$ cat src/rtl/time_set_ctrl.sv
// rtl/time_set_ctrl.sv - RTC time-setting controller (optional feature macro: AUTO_REPEAT_EN)
module time_set_ctrl #(
  parameter int TIMEOUT_TICKS = 30,
  parameter int HOUR_MAX      = 23,
  parameter int MINSEC_MAX    = 59
) (
  input  logic       clk,
  input  logic       reset,
  input  logic       tc_time_base,
  input  logic       btn_mode,
  input  logic       btn_inc,
  input  logic [5:0] q_seconds,
  input  logic [5:0] q_minutes,
  input  logic [5:0] q_hours,
  output logic       load,
  output logic [1:0] addrs,
  output logic [5:0] data_in,
  output logic       run_en,
  output logic [1:0] edit_field
);

  typedef enum logic [1:0] {
    S_RUN,
    S_EDIT_HR,
    S_EDIT_MIN,
    S_EDIT_SEC
  } state_t;

  localparam int              TW      = $clog2(TIMEOUT_TICKS + 1);
  localparam logic [TW-1:0]   TO_LAST = TW'(TIMEOUT_TICKS - 1);
  localparam logic [5:0]      HR_MAX6 = 6'(HOUR_MAX);
  localparam logic [5:0]      MS_MAX6 = 6'(MINSEC_MAX);

  state_t        state_q, state_n;
  logic [5:0]    edit_val_q, edit_val_n;
  logic [TW-1:0] to_cnt_q, to_cnt_n;
  logic          mode_q, inc_q;
  logic          load_n;
  logic [1:0]    addrs_n;
  logic [5:0]    data_n;
  logic          run_en_n;
  logic [1:0]    field_n;
  logic          mode_rise, inc_rise;
  logic          bump;
  logic [5:0]    field_max;

  // Field code shared by addrs and edit_field; 11 marks "not editing".
  function automatic logic [1:0] field_code(input state_t s);
    case (s)
      S_EDIT_HR:  field_code = 2'b10;
      S_EDIT_MIN: field_code = 2'b01;
      S_EDIT_SEC: field_code = 2'b00;
      default:    field_code = 2'b11;
    endcase
  endfunction

  assign mode_rise = btn_mode & ~mode_q;
  assign inc_rise  = btn_inc & ~inc_q;

  // State, edit value, timeout counter, edge history and registered outputs.
  always_ff @(posedge clk or negedge reset) begin
    if (!reset) begin
      state_q    <= S_RUN;
      edit_val_q <= '0;
      to_cnt_q   <= '0;
      mode_q     <= 1'b0;
      inc_q      <= 1'b0;
      load       <= 1'b0;
      addrs      <= 2'b00;
      data_in    <= '0;
      run_en     <= 1'b1;
      edit_field <= 2'b11;
    end else begin
      state_q    <= state_n;
      edit_val_q <= edit_val_n;
      to_cnt_q   <= to_cnt_n;
      mode_q     <= btn_mode;
      inc_q      <= btn_inc;
      load       <= load_n;
      addrs      <= addrs_n;
      data_in    <= data_n;
      run_en     <= run_en_n;
      edit_field <= field_n;
    end
  end

  // Next-state and next-output logic; mode edges take priority over increments.
  always_comb begin
    state_n    = state_q;
    edit_val_n = edit_val_q;
    to_cnt_n   = to_cnt_q;
    load_n     = 1'b0;
    addrs_n    = addrs;
    data_n     = data_in;
    bump       = 1'b0;
    field_max  = (state_q == S_EDIT_HR) ? HR_MAX6 : MS_MAX6;

    case (state_q)
      S_RUN: begin
        to_cnt_n = '0;
        if (mode_rise) begin
          state_n    = S_EDIT_HR;
          edit_val_n = q_hours;
        end
      end
      default: begin
        if (mode_rise) begin
          // Commit the current field and capture the next one.
          load_n   = 1'b1;
          addrs_n  = field_code(state_q);
          data_n   = edit_val_q;
          to_cnt_n = '0;
          case (state_q)
            S_EDIT_HR: begin
              state_n    = S_EDIT_MIN;
              edit_val_n = q_minutes;
            end
            S_EDIT_MIN: begin
              state_n    = S_EDIT_SEC;
              edit_val_n = q_seconds;
            end
            default: state_n = S_RUN;
          endcase
        end else begin
          bump = inc_rise;
`ifdef AUTO_REPEAT_EN
          // A held button steps once per time-base tick, without refreshing the timeout.
          bump = bump | (btn_inc & inc_q & tc_time_base);
`endif
          if (bump) begin
            // Values captured above the limit also wrap straight to zero.
            edit_val_n = (edit_val_q >= field_max) ? 6'd0 : edit_val_q + 6'd1;
          end
          if (inc_rise) begin
            to_cnt_n = '0;
          end else if (tc_time_base) begin
            if (to_cnt_q == TO_LAST) begin
              // Abandon editing: the current field is dropped, earlier loads stand.
              state_n  = S_RUN;
              to_cnt_n = '0;
            end else begin
              to_cnt_n = to_cnt_q + TW'(1);
            end
          end
        end
      end
    endcase

    run_en_n = (state_n == S_RUN);
    field_n  = field_code(state_n);
  end

endmodule

$ cat config.mk
export PLATFORM = sky130hd
export DESIGN_NAME = time_set_ctrl
export DESIGN_NICKNAME = d
export VERILOG_FILES = /design/src/rtl/time_set_ctrl.sv
export SDC_FILE = /design/constraint.sdc
export NUM_CORES = 1
export LEC_CHECK = 0
export ABC_AREA = 1
export CAP_MARGIN = 10
export CORE_MARGIN = 2
export CORE_UTILIZATION = 40
export DETAILED_ROUTE_END_ITERATION = 10
export HOLD_SLACK_MARGIN = 0.12
export PLACE_DENSITY_LB_ADDON = 0.25
export SYNTH_ARGS = -nofsm -noshare
export SYNTH_HDL_FRONTEND = slang
export SYNTH_SLANG_ARGS = --single-unit
$ cat constraint.sdc
create_clock -name clk -period 2.8 [get_ports clk]
set_input_delay 0.84 -clock clk [delete_from_list [all_inputs] [get_ports clk]]
set_output_delay 0.84 -clock clk [all_outputs]
set_load 0.02 [all_outputs]
# Word-level counts from Yosys, hierarchy flattened
# Index checks and enable logic that the tools add are counted.
totals:
  ff_bits: 27
  in_bits: 23
  output_inout_bits: 12
  word_cells: 56
classes:
  add_sub_neg: 2
  order_cmp: 1
  n_eq_ne: 9
  mux: 23
  bitwise: 5
  n_reduce_logical: 6
op_table:
  columns: ["operator", "n"]
  rows:
  - ["6-bit two-way mux", 6]
  - ["5-bit two-way mux", 5]
  - ["2-bit two-way mux", 6]
  - ["2-bit case mux with 3 select lines", 2]
  - ["6-bit case mux with 2 select lines", 1]
  - ["2-bit == test, second input constant", 4]
  - ["6-bit by 1-bit adder with 6-bit output, second input constant", 1]
  - ["6-bit >= comparator", 1]
  - ["5-bit by 1-bit adder with 5-bit output, second input constant", 1]
  - ["5-bit == test, second input constant", 1]
  - ["2-bit by 1-bit == test with 1-bit output, second input constant", 2]
  - ["2-bit logical NOT", 2]
  - ["4-bit by 1-bit != test with 1-bit output, second input constant", 1]
  - ["2-bit case mux with 2 select lines", 1]
  - ["4-bit nonzero test", 1]
  - ["1-bit inverter", 3]
  - ["3-bit AND reduction", 1]
  - ["1-bit AND", 2]
  - ["1-bit two-way mux", 2]
  - ["2-bit != test, second input constant", 1]
  - ["2-bit AND reduction", 1]
  - ["2-bit nonzero test", 1]

# Longest topological paths before layout
logic_depth:
  depth_word: 8
  mapped_depth: 13
  depth_no_buf: 13

# Worst setup path before layout
# OpenSTA, ideal clock, no wires.
synth_timing:
  kind: "input to register"
  startpoint: "in btn_mode"
  endpoint: "reg edit_val_q[2]"
  setup_ns: 0.116
  arrival_ns: 1.565
  setup_slack_ns: 1.118
  stages: 8
  n_path_buf: 1
  path_cell_list: "inv_1 nor2_4 nand2_1 o221ai_2 buf_6 nor2_1 nand2_1 nand2_1"
synth_between:
  elab_chain_cells: 3
  word_cells_on_any_way: 7
  classes_between: "eq/ne: 2; mux: 2; bitwise: 1; reduce/logical: 2"
synth_rtl:
  columns: ["element", "line", "rtl"]
  rows:
  - ["start: declaration", "10", "input logic btn_mode,"]
  - ["1-bit AND *", "57", "assign mode_rise = btn_mode & ~mode_q;"]
  - ["4-bit by 1-bit != test with 1-bit output (no line) (tied with other cells)", null, null]
  - ["3-bit AND reduction (no line) or 6-bit two-way mux (tied branches)", null, null]
  - ["end signal: assignment", "75", "edit_val_q <= edit_val_n;"]
  - ["end: declaration", "35", "logic [5:0] edit_val_q, edit_val_n;"]
# Mark *: on every way between the ends. The rest lies on a longest branch, timed or not.
# A chain may end at the register's enable or synchronous reset.

# Worst setup path after layout
layout_timing:
  startpoint: "reg edit_field[1]"
  endpoint: "out edit_field[1]"
layout_rtl:
  columns: ["element", "line", "rtl"]
  rows:
  - ["start: declaration", "19", "output logic [1:0] edit_field"]
  - ["start signal: assignment", "83", "edit_field <= field_n;"]
# No word-level cell between the ends.

==> flow_summary.yaml <==
sta:
  min_period_ns: 2.228
  drv_slew: 0
  rsz0062_at_grt: "no"
  setup_violations: 0
  worst_slew_pin_slew_ns: 0.5514
  fin_setup_tns_ns: 0
  fmax_mhz: 448.8
  slew_headroom: 0.6324
  skew_ns: 0.002044
  min_period_over_period: 0.7958
  final_hold_viol_count: 0
drt:
  met3_wirelength_microns: 138
  drc: 0
  num_vias: 1384
  routedWlPerCell_microns: 10.87
  drt-total-wl_microns: 3240
  met1Wirelength_microns: 1600
  post_drt_via_cell_ratio: 4.644
  dr.pass1.iters: 4
  antenna_left: 0
  drt_iter0_markers: 75
  routed.top_layer: "met4"
  routed-wl-met2_microns: 1456
power:
  p_sw_frac: 0.4373
  pwr-share-seq: 0.354
  pwr-share-comb: 0.532
  switchingPower_mw: 0.8289
  cellPowerDensity_nw_per_um2: 935.0
  p_int_mw: 1.066
  vdd_ir_drop_max_v: 0.0005007
  p_leak_nw: 1.004
  power.share.clock: 0.113
synthesis:
  ys.warnings.count: 0
  synth_fp_nets: 245
  synth_ff_type: "dfrtp_1"
  synthDistinctLibCells: 25
  yosysSeqAreaShare: 0.4242
  synth_cells: 214
  synth-seq-cells: 27
  async_reset_ff_frac: 1.000
  synth_edf_count: 0
  syn_avg_cell_area_sq_um: 7.484
  syn_area_sq_um: 1602
clocking:
  cts_resized: 0
  cts_made_buffers: 3
  clk_pin_slew_ns: 0.08
  post-cts-setup-buffer-count: 0
  cts_tree: "built"
  clk_latency_ns: 0.27
  cts_root_buf: "clkbuf_8"
  cts_buffer_depth: 2
  clock-sinks: 27
  ctsHoldBuffers: 0
  h-tree-depth: 1
setup_path:
  reg2reg_to: "edit_val_q[5]"
  crit_family: "buffers and inverters"
  crit_type: "reg -> out"
  crit_required_ns: 1.96
  r2r_start: "state_q[0]"
  cpMaxStageDelayCell: "clkdlybuf4s50_1"
  rr_worst_depth: 7
  critPathCaptureType: "output pin"
  crit_buf_inv: 1
  startpoint_type: "flip-flop"
  path_max_fanout: 1
  rrSetupSlack_ns: 0.71
  crit_path_max_incr_delay_ns: 0.59
  worst-endpoint-arrival_ns: 1.39
  path_cells: "clkdlybuf4s50_1"
cells_and_area:
  final_common_cell: "nand2_1"
  layout_common_cells: "nand2_1 (84), clkdlybuf4s50_1 (34), dfrtp_1 (24)"
  final_util: 0.5414
  final_cell_count_no_fill: 298
  syn2layout_area_growth_pct: 26.56
  final_layout_size_suffix_gt1_frac: 0.08400
  antenna_cells: 0
  nets: 282
floorplan:
  rows: 22
  num_io_pins: 35
  die_h_microns: 67.28
  fp.dieArea_sq_um: 4526
  core_sq_um: 3744
  initial_core_util: 0.4278
  die_w_microns: 67.28
global_routing:
  grtUsageTotal: 0.1560
  grt_pass1_vias: 1208
  grt_pass1_wl_microns: 5306
  antenna_found_initial: 0
  grt_max_degree: 28
  overflow: 0
status:
  outcome: "complete, no violations"
placed_design:
  place_congestion: 0.8037
  dp_cells: 294
  portBuffers: 34
  post-dp-hpwl_microns: 2558
run:
  maxCapViolCount: 0
min_path:
  hold_path_end: "data_in[4]"
  min_from: "data_in[4]"
  worst_hold_path_type: "reg -> reg"
  hold_depth: 2
==> through the flow <==
step	hold slack (ns)	power, mW	setup slack, ns	cell area (sq um)
detailed placement	0.4574	1.694	0.4116	1982
global placement	0.4532	1.684	0.4388	1982
CTS	0.4790	1.914	0.5608	2027
global route	0.5046	2.085	0.4998	2027
finish	0.4723	1.895	0.5716	2027
floorplan	0.4906	1.375	1.118	1602
==> power by group through the flow <==
stage          sequential, mW  clock [mW]  combinational [mW]
2_1_floorplan           0.750           0               0.625
3_3_place_gp            0.679           0                1.01
3_5_place_dp            0.679           0                1.01
4_1_cts                 0.672       0.223                1.02
5_1_grt                 0.689       0.245                1.15
6_report                0.672       0.215                1.01
==> synthesized netlist by cell type (3+ instances only) <==
cell,count,share of area
nand2_1,84,0.20
inv_2,4,0.0094
nor2_1,21,0.049
nor2_4,5,0.035
nand3_1,12,0.038
o21ai_0,8,0.025
dfstp_2,3,0.049
ha_1,8,0.063
inv_1,18,0.042
o21ai_1,3,0.0094
a21oi_1,8,0.025
dfrtp_1,24,0.38
==> logic make-up after synthesis <==
family / count (synthesis) / synth area share
AND/OR/NAND/NOR: 126 / 0.3375
flip-flops: 27 / 0.4242
AO/OA/AOI/OAI: 24 / 0.08750
adder cells (fa/ha/maj): 8 / 0.06250
buffers and inverters: 27 / 0.07734
XOR/XNOR: 2 / 0.01094
==> final cells by class <==
type	count	area (sq um)
Multi-Input combinational cell	160	798.3
Inverter	23	88.84
Timing Repair Buffer	36	355.3
Clock buffer	4	45.04
Sequential cell	27	679.4
Fill cell	381	1717
Tap cell	48	60.06
==> worst max path at each step <==
stage,startpoint,end,slack [ns],depth (start not counted)
after CTS,edit_field[1],edit_field[1],0.56,1
after global placement,btn_mode,to_cnt_q[4],0.44,13
after detailed placement,btn_mode,edit_val_q[5],0.41,10
after floorplan,btn_mode,edit_val_q[2],1.12,8
final,edit_field[1],edit_field[1],0.57,1
after global routing,state_q[0],edit_val_q[4],0.50,7
==> layer usage <==
layer	track usage	vias to the layer above
li1	-	741
met1	0.2088	613
met5	0	-
met2	0.2450	26
met3	0.03833	4
met4	0.05612	0
==> state kept, by name (all words and copies together) (netlist names) <==
register,count
edit_field,2
load,1
addrs,2
data_in,6
run_en,1
inc_q,1
mode_q,1
edit_val_q,6
to_cnt_q,5
state_q,2
(Power assumes the default switching activity.)
